[config.mk]
export PLATFORM = sky130hd
export DESIGN_NAME = countdown_display_flat
export DESIGN_NICKNAME = d
export VERILOG_FILES = /design/src/rtl/countdown_display_if.sv /design/src/rtl/countdown_display.sv /design/src/flat_wrapper.sv
export SDC_FILE = /design/constraint.sdc
export NUM_CORES = 1
export LEC_CHECK = 0
export ABC_AREA = 1
export CAP_MARGIN = 30
export CELL_PAD_IN_SITES_DETAIL_PLACEMENT = 0
export CELL_PAD_IN_SITES_GLOBAL_PLACEMENT = 1
export CORE_MARGIN = 1
export CORE_UTILIZATION = 48
export DETAILED_ROUTE_END_ITERATION = 8
export DONT_BUFFER_PORTS = 1
export PLACE_DENSITY = 0.89
export SETUP_SLACK_MARGIN = 0.5
export SLEW_MARGIN = 10
export SYNTH_ARGS = -nofsm -noshare
export SYNTH_HDL_FRONTEND = slang
export SYNTH_SLANG_ARGS = --single-unit
[constraint.sdc]
create_clock -name clk -period 2.26 [get_ports clk]
set_input_delay 0.226 -clock clk [delete_from_list [all_inputs] [get_ports clk]]
set_output_delay 0.226 -clock clk [all_outputs]
set_load 0.005 [all_outputs]
[src/rtl/countdown_display_if.sv]
// Signal bundle between the countdown timer and the 4-digit seven-segment display driver.
interface countdown_display_if;
    logic [4:0] count;
    logic [6:0] seg;
    logic [3:0] an;
    logic       dp;
    logic       timeout;

    modport master (output count, input seg, input an, input dp, input timeout);
    modport slave  (input count, output seg, output an, output dp, output timeout);
endinterface

[src/rtl/countdown_display.sv]
// Multiplexed 4-digit display of a 0..31 second countdown, with a blinking "00"
// flash and a one-cycle timeout pulse when the count reaches zero.
module countdown_display #(
    parameter int REFRESH_DIV   = 100000,
    parameter int BLINK_DIV     = 25000000,
    parameter int FLASH_TOGGLES = 8
) (
    input  logic                 clk,
    input  logic                 rst_n,
    countdown_display_if.slave   bus
);
    localparam int RW = (REFRESH_DIV > 1) ? $clog2(REFRESH_DIV) : 1;
    localparam int BW = (BLINK_DIV > 1) ? $clog2(BLINK_DIV) : 1;
    localparam int TW = $clog2(FLASH_TOGGLES + 1);

    localparam logic [1:0] S_IDLE  = 2'd0;
    localparam logic [1:0] S_RUN   = 2'd1;
    localparam logic [1:0] S_FLASH = 2'd2;

    localparam logic [6:0] SEG_BLANK = 7'b1111111;
    localparam logic [6:0] SEG_DASH  = 7'b0111111;
    localparam logic [6:0] SEG_ZERO  = 7'b1000000;

    logic [1:0]    state_q, state_d;
    logic [4:0]    count_q;
    logic [RW-1:0] refresh_q, refresh_d;
    logic [1:0]    idx_q, idx_d;
    logic [BW-1:0] blink_q, blink_d;
    logic          phase_q, phase_d;
    logic [TW-1:0] toggles_q, toggles_d;
    logic          timeout_q, timeout_d;
    logic [6:0]    seg_q, seg_d;
    logic [3:0]    an_q, an_d;
    logic          enter;
    logic          blink_wrap;
    logic [3:0]    tens, units;

    function automatic logic [6:0] decode(input logic [3:0] v);
        case (v)
            4'd0:    decode = 7'b1000000;
            4'd1:    decode = 7'b1111001;
            4'd2:    decode = 7'b0100100;
            4'd3:    decode = 7'b0110000;
            4'd4:    decode = 7'b0011001;
            4'd5:    decode = 7'b0010010;
            4'd6:    decode = 7'b0000010;
            4'd7:    decode = 7'b1111000;
            4'd8:    decode = 7'b0000000;
            4'd9:    decode = 7'b0010000;
            default: decode = SEG_BLANK;
        endcase
    endfunction

    assign tens  = 4'(count_q / 5'd10);
    assign units = 4'(count_q % 5'd10);

    always_comb begin
        blink_wrap = (blink_q == BW'(BLINK_DIV - 1));
        state_d    = state_q;
        timeout_d  = 1'b0;
        enter      = 1'b0;
        case (state_q)
            S_IDLE: begin
                if (count_q != 5'd0) begin
                    state_d = S_RUN;
                    enter   = 1'b1;
                end
            end
            S_RUN: begin
                if (count_q == 5'd0) begin
                    state_d   = S_FLASH;
                    enter     = 1'b1;
                    timeout_d = 1'b1;
                end
            end
            S_FLASH: begin
                // A new nonzero count wins over the flash period running out.
                if (count_q != 5'd0) begin
                    state_d = S_RUN;
                    enter   = 1'b1;
                end else if (blink_wrap && toggles_q == TW'(FLASH_TOGGLES - 1)) begin
                    state_d = S_IDLE;
                end
            end
            default: state_d = S_IDLE;
        endcase
    end

    always_comb begin
        blink_d   = blink_q + 1'b1;
        phase_d   = phase_q;
        toggles_d = toggles_q;
        if (enter) begin
            blink_d   = '0;
            phase_d   = 1'b1;
            toggles_d = '0;
        end else if (blink_wrap) begin
            blink_d = '0;
            phase_d = ~phase_q;
            if (state_q == S_FLASH)
                toggles_d = toggles_q + 1'b1;
        end
    end

    always_comb begin
        refresh_d = refresh_q + 1'b1;
        idx_d     = idx_q;
        if (refresh_q == RW'(REFRESH_DIV - 1)) begin
            refresh_d = '0;
            idx_d     = idx_q + 2'd1;
        end
    end

    always_comb begin
        seg_d = SEG_BLANK;
        an_d  = ~(4'b0001 << idx_q);
        if (idx_q < 2'd2) begin
            case (state_q)
                S_RUN: begin
                    if (idx_q == 2'd0)
                        seg_d = decode(units);
                    else if (tens != 4'd0)
                        seg_d = decode(tens);
                    // Blinking only kicks in for the final five seconds.
                    if (!phase_q && count_q <= 5'd5)
                        seg_d = SEG_BLANK;
                end
                S_FLASH: seg_d = phase_q ? SEG_ZERO : SEG_BLANK;
                default: seg_d = SEG_DASH;
            endcase
        end
    end

    always_ff @(posedge clk or negedge rst_n) begin
        if (!rst_n) begin
            state_q   <= S_IDLE;
            count_q   <= '0;
            refresh_q <= '0;
            idx_q     <= '0;
            blink_q   <= '0;
            phase_q   <= 1'b1;
            toggles_q <= '0;
            timeout_q <= 1'b0;
            seg_q     <= SEG_BLANK;
            an_q      <= 4'b1110;
        end else begin
            state_q   <= state_d;
            count_q   <= bus.count;
            refresh_q <= refresh_d;
            idx_q     <= idx_d;
            blink_q   <= blink_d;
            phase_q   <= phase_d;
            toggles_q <= toggles_d;
            timeout_q <= timeout_d;
            seg_q     <= seg_d;
            an_q      <= an_d;
        end
    end

    assign bus.seg     = seg_q;
    assign bus.an      = an_q;
    assign bus.dp      = 1'b1;
    assign bus.timeout = timeout_q;
endmodule

[src/flat_wrapper.sv]
// flat-port wrapper written by rule: the top's interface ports become plain ports
module countdown_display_flat 
#(
    parameter int REFRESH_DIV   = 100000,
    parameter int BLINK_DIV     = 25000000,
    parameter int FLASH_TOGGLES = 8
)
  (clk, rst_n, bus_count, bus_seg, bus_an, bus_dp, bus_timeout);
  countdown_display_if bus_i ();
  input  logic clk;
  input  logic rst_n;
  input wire logic [$bits(bus_i.count)-1:0] bus_count;
  output wire logic [$bits(bus_i.seg)-1:0] bus_seg;
  output wire logic [$bits(bus_i.an)-1:0] bus_an;
  output wire logic [$bits(bus_i.dp)-1:0] bus_dp;
  output wire logic [$bits(bus_i.timeout)-1:0] bus_timeout;
  assign bus_i.count = bus_count;
  assign bus_seg = bus_i.seg;
  assign bus_an = bus_i.an;
  assign bus_dp = bus_i.dp;
  assign bus_timeout = bus_i.timeout;
  countdown_display #(.REFRESH_DIV(REFRESH_DIV), .BLINK_DIV(BLINK_DIV), .FLASH_TOGGLES(FLASH_TOGGLES)) u_core (.clk(clk), .rst_n(rst_n), .bus(bus_i));
endmodule
---- After elaboration in Yosys (flattened, before gate mapping) ----
Memory sizes are Yosys's and may differ from the RTL's.
Index checks and enable logic that the tools add are counted.
storage, ports and cells
  register bits ........................... 68
  word-level logic and storage cells ...... 67
  memories ................................ 2
  ROM bits ................................ 224
  output and inout bits ................... 13
  bits of input ports ..................... 7
memories
  name             depth  bits a word  rd ports  clocked after memory_dff  write ports  RTL line                 RTL
  (no name shown)  16     7            1         0                         0            countdown_display.sv:39  case (v)
  (no name shown)  16     7            1         0                         0            countdown_display.sv:39
operators by class
  reductions and logical operators ........ 13
  eq/ne operators ......................... 8
  shifts and indexed selects .............. 1
  bitwise gates (word level) .............. 2
  add/sub/neg operators ................... 4
  mux-type cells .......................... 23
  $lt $le $gt $ge ......................... 2
  divide/modulo/power cells ............... 2
operators by type and width
  operator               count
  $mux 25                2
  $mux 7                 4
  $add 25x1->25 const B  1
  $eq 25x25->1 const B   1
  $add 17x1->17 const B  1
  $eq 17x17->1 const B   1
  $mux 17                1
  $pmux 7 s2             1
  $mux 4                 3
  $mux 2                 4
  $mux 6                 1
  $pmux 2 s3             1
  $div 5x4->5 const B    1
  $le 5x3->1 const B     1
  $logic_not 5->1        1
  $mod 5x4->5 const B    1
  $mux 1                 5
  $reduce_bool 5->1      1
  $add 4x1->4 const B    1
  $eq 4x3->1 const B     1
  $logic_not 2->1        2
  $ne 2x1->1 const B     2
  $not 4->4              1
  $reduce_bool 2->1      2
  other kinds (14)       15

---- Longest topological paths before layout ----
  word-level depth ........................ 7
  gate-level depth with buffers ........... 20
  depth with buffers taken out ............ 20

---- Worst setup path before layout ----
Ideal clock, no wire load.
  path kind ............................... register to register
  from .................................... register u_core.count_q[2]
  to ...................................... register u_core.seg_q[6] (netlist: u_core.bus.seg[6])
  stages on the path, launching flop included .. 20
  setup slack ............................. 0.229 ns
  buffers on the path ..................... 0
  clock period less this slack ............ 2.031 ns
  setup time .............................. 0.061 ns
  required time ........................... 2.199 ns
  arrival time ............................ 1.970 ns
  path through ............................ dfrtp_1 -> inv_1 -> nand3_1 -> nand2_1 -> inv_1 -> ha_1 -> a21oi_2 -> nand3_1 -> nand2_1 -> ha_1 -> inv_1 -> nand3_1 -> nand3_1 -> nand2_1 -> nand2_1 -> nand2_1 -> nand2_1 -> nand2_1 -> nand2_1 -> nand2_1
between the ends
  longest elaborated chain between the ends .. 7
  elaborated cells on any way between the ends .. 12
  those cells by class .................... div (2); order compare (1); mux (5); reduce/logical (2); memory (2)
ends and longest elaborated chain
  element                                            RTL line                  RTL
  start, declared                                    countdown_display.sv:25   logic [4:0] count_q;
  start signal, assigned                             countdown_display.sv:148  count_q <= bus.count;
  $div 5x4->5                                        countdown_display.sv:54   assign tens = 4'(count_q / 5'd10);
  $mem_v2 16x7 or $reduce_bool 4->1 (tied branches)  --
  $mux 7                                             countdown_display.sv:122  else if (tens != 4'd0)
  $mux 7                                             countdown_display.sv:120  if (idx_q == 2'd0)
  $mux 7 *                                           countdown_display.sv:125  if (!phase_q && count_q <= 5'd5)
  $pmux 7 s2 *                                       countdown_display.sv:118  case (state_q)
  $mux 7 *                                           countdown_display.sv:117  if (idx_q < 2'd2) begin
  named net u_core.seg_d[6]                          countdown_display.sv:32   logic [6:0] seg_q, seg_d;
  end signal, assigned                               countdown_display.sv:155  seg_q <= seg_d;
  end, declared                                      countdown_display.sv:32
Mark *: on every way through the listed nets, which the timed path passes. The rest lies on a longest branch.
A chain may end at the register's enable or synchronous reset.

---- Final worst setup path ----
  from .................................... register u_core.count_q[4]
  to ...................................... register u_core.seg_q[2] (netlist: u_core.bus.seg[2])
The elaborated chain is that of the path after synthesis.

==> impl_metrics.tcl <==
set metrics [dict create \
    outcome "complete, but fails checks" \
    violations "hold timing" \
    cts.clk_slew.worst_paths_ns 0.08 \
    antenna_left 0 \
    vdd_ir_drop_max_mv 0.3508 \
    synth_top_family_by_area "simple AND/OR/NAND/NOR gates" \
    io_pins 20 \
    port_buffers 0 \
    multi_input_area_um2 2131 \
    dpl_cell_area_um2 3933 \
    ys_top_cells_by_area "dfrtp_1, nand2_1, dfstp_2" \
    synthCells 459 \
    final_max_slew_viol_count 0 \
    crit_path_start_kind "register" \
    slew_headroom_pct 62.30 \
    cp.required_ns 2.52 \
    nFillCells 636 \
    die_w_um 90.95 \
    cp_slowest_cell "dfrtp_2" \
    post-route-util_pct 63.93 \
    power.density_nw_per_um2 722.0 \
    ys_warn_count 0 \
    r2r-start "u_core.count_q[4]" \
    crit_start "u_core.count_q[4]" \
    avgSynthCellArea_um2 8.273 \
    grt_max_degree 69 \
    vias_per_cell 5.218 \
    areaGrowthSynthToFinish_pct 29.42 \
    final_cells 624 \
    fin_nets 540 \
    grt_overflow 0 \
    synth_seq_area_share_pct 45.17 \
    ys_ff_latch 68 \
    placementRows 32 \
    ys.flop_type "dfrtp_1" \
    dp_cells 557 \
    ys_async_sr_fraction_pct 100.0 \
    hp-class "input pin to asynchronous set/reset pin" \
    gp_congestion 0.8120 \
    first_iter_violations 103 \
    hpwl_um 5054 \
    grt_pass1_vias 3115 \
    regArea_um2 1720 \
    hold_viol 68 \
    synth_fa_ha_area_share_pct 5.272 \
    intPower_mw 2.351 \
    cts_tree "built" \
    ys_types 46 \
    antenna_found_initial 0 \
    track_usage_pct 21.37 \
    htreeDepth 3 \
    fmax_ghz 0.4838 \
    drc 0 \
    netlist_area_um2 3797 \
    synth-simple-area-share_pct 28.76 \
    fin_setup_tns_ns 0 \
    p_leak_nw 2.317 \
    rsz0062_at_grt "true" \
    clockPowerShare_pct 28.5 \
    p_sw_mw 1.197 \
    start_util_pct 49.40 \
    synth_xor_area_share_pct 1.845 \
    combPwrFrac_pct 29.9 \
    maxCapViolCount 0 \
    sequentialPowerShare_pct 41.6 \
    ctsHoldBuffers 5 \
    grt_pass1_wl_um 14060 \
    cts_buffers 9 \
    clock_latency_ns 0.35 \
    core_area_um2 7687 \
    finalCritPeriodShare_pct 91.46 \
    criticalPathCategory "register to register" \
    layout-drive-gt1-share_pct 35.44 \
    fin_area_um2 4915 \
    die-area_um2 8271 \
    slowest_delay_ns 0.47 \
    routed_wl_um 8731 \
    vias 3256 \
    clock_skew_ns 0.01223 \
    cts_root_buffer "clkbuf_8" \
    synth.largest_area_cell "dfrtp_1" \
    antenna_cells 0 \
    synth_edf_count 0 \
    fp.dieH_um 90.95 \
    cp.arrival_ns 2.33 \
    switching_share_pct 33.73 \
    worst_slew_pin_slew_ns 0.5603 \
    clock-sinks 68 \
    finalSetupViolations 0 \
    whs_ns -0.4412 \
    synth_mux_area_share_pct 0 \
    firstDrtPassIters 4 \
    power_mw 3.548 \
    yosys.area.top_type_share_pct 37.56 \
    synth_nets 482 \
    clk_path_buf_depth 2 \
    synth_compound_area_share_pct 10.28 \
    cp_max_fo 8 \
    path_cells "inv_4 -> buf_4 -> nand3_1 -> nand2_2 -> inv_1 -> nand3_4 -> buf_4 -> nand2_4 -> nand2_8 -> nand2_4 -> nand2_4 -> o21ai_1 -> nand2_1 -> o21ai_1 -> o21ai_1 -> nand2_1" \
    routedWlPerCell_um 13.99 \
    end_kind "register" \
    min_period_ns 2.067 \
]
[power groups by stage]
stage / logic, mW / registers (mW) / clock network [mW]
final: 1.06 / 1.48 / 1.01
after global routing: 1.17 / 1.50 / 1.07
after CTS: 0.914 / 1.48 / 1.01
after detailed placement: 0.725 / 1.50 / 0
after global placement: 0.699 / 1.50 / 0
after floorplan: 0.578 / 1.48 / 0
[registers in the layout, indices dropped and copies added (netlist names)]
register            count
u_core.blink_q         25
u_core.refresh_q       17
u_core.bus.seg          7
u_core.count_q          5
u_core.bus.an           4
u_core.toggles_q        4
u_core.idx_q            2
u_core.state_q          2
u_core.bus.timeout      1
u_core.phase_q          1
[per-stage QoR]
step	hold WS (ns)	setup WS [ns]
2_1_floorplan	-0.06959	0.3211
3_3_place_gp	-0.06791	0.2128
3_5_place_dp	-0.06764	0.1601
4_1_cts	-0.4487	0.2674
5_1_grt	-0.4530	0.03322
6_report	-0.4412	0.1931
[cell usage in the layout (no fill, tap or decap), types with 7 or more instances in the layout]
| cell type | instances |
|---|---|
| o21ai_1 | 11 |
| inv_1 | 59 |
| o21ai_2 | 7 |
| nand2_4 | 12 |
| nand4_1 | 9 |
| nor2_1 | 38 |
| nand3_1 | 16 |
| buf_4 | 37 |
| a21oi_1 | 16 |
| clkbuf_8 | 10 |
| ha_1 | 11 |
| nor2_4 | 10 |
| inv_2 | 15 |
| nand2_1 | 71 |
| dfrtp_1 | 53 |
| nor2_2 | 10 |
| buf_6 | 10 |
| nor3_1 | 9 |
| dfstp_2 | 11 |
| nand2_2 | 16 |
[area by class of cell]
type                    count  area share [%]
inverters                  76           6.008
repair buffers             52           8.961
flip-flops and latches     68           35.01
repair inverters            1          0.2291
clock inverters             3          0.8147
well taps                 102           2.597
multi-input cells         309           43.36
clock buffers              13           3.030
[metal layers]
metal  GRT usage (%)  part of all wire, %  vias up
met3           4.774                  3.0       25
met2           37.44                   51       68
met1           25.05                   44     1562
li1                -                    -     1601
met5               0                    0        -
met4           9.392                  2.5        0
[worst max-delay path: cells and delay by family (launching register included)]
family | cells | cell delay (ns)
buffers and inverters | 4 | 0.44
flip-flops | 1 | 0.47
AO/OA/AOI/OAI | 3 | 0.29
AND/OR/NAND/NOR | 9 | 0.78
[cells in the mapped netlist (all sizes together), types with 5 or more instances]
library cell  count
nor3             14
o21ai            24
buf               5
inv              76
ha               16
dfstp            11
dfrtp            57
nand3            25
nand4            12
a21oi            23
nor2             58
nand2           100
[repair_timing]
action | CTS | global route
hold endpoints to repair | 73 | 68
pin swaps | 21 | 36
resized for setup | 40 | 65
setup buffers | 32 | 13
gates cloned | 1 | 0
endpoints found under the setup margin | 39 | 44
[cell families after synthesis]
logic type,after synthesis
adder cells (fa/ha/maj),16
XOR/XNOR,8
buffers and inverters,82
flip-flops,68
AO/OA/AOI/OAI,66
other,1
AND/OR/NAND/NOR,218
[final timing paths]
path / end / slack (ns) / cells past startpoint
min: u_core.blink_q[5] / -0.44 / 0
max in group asynchronous: u_core.bus.an[3] / 2.49 / 0
min reg2reg: u_core.blink_q[20] / 0.52 / 1
max: u_core.bus.seg[2] / 0.19 / 16
max reg2reg: u_core.bus.seg[2] / 0.19 / 16
min in group clk: u_core.count_q[0] / 0.43 / 1
(Power assumes the default switching activity.)
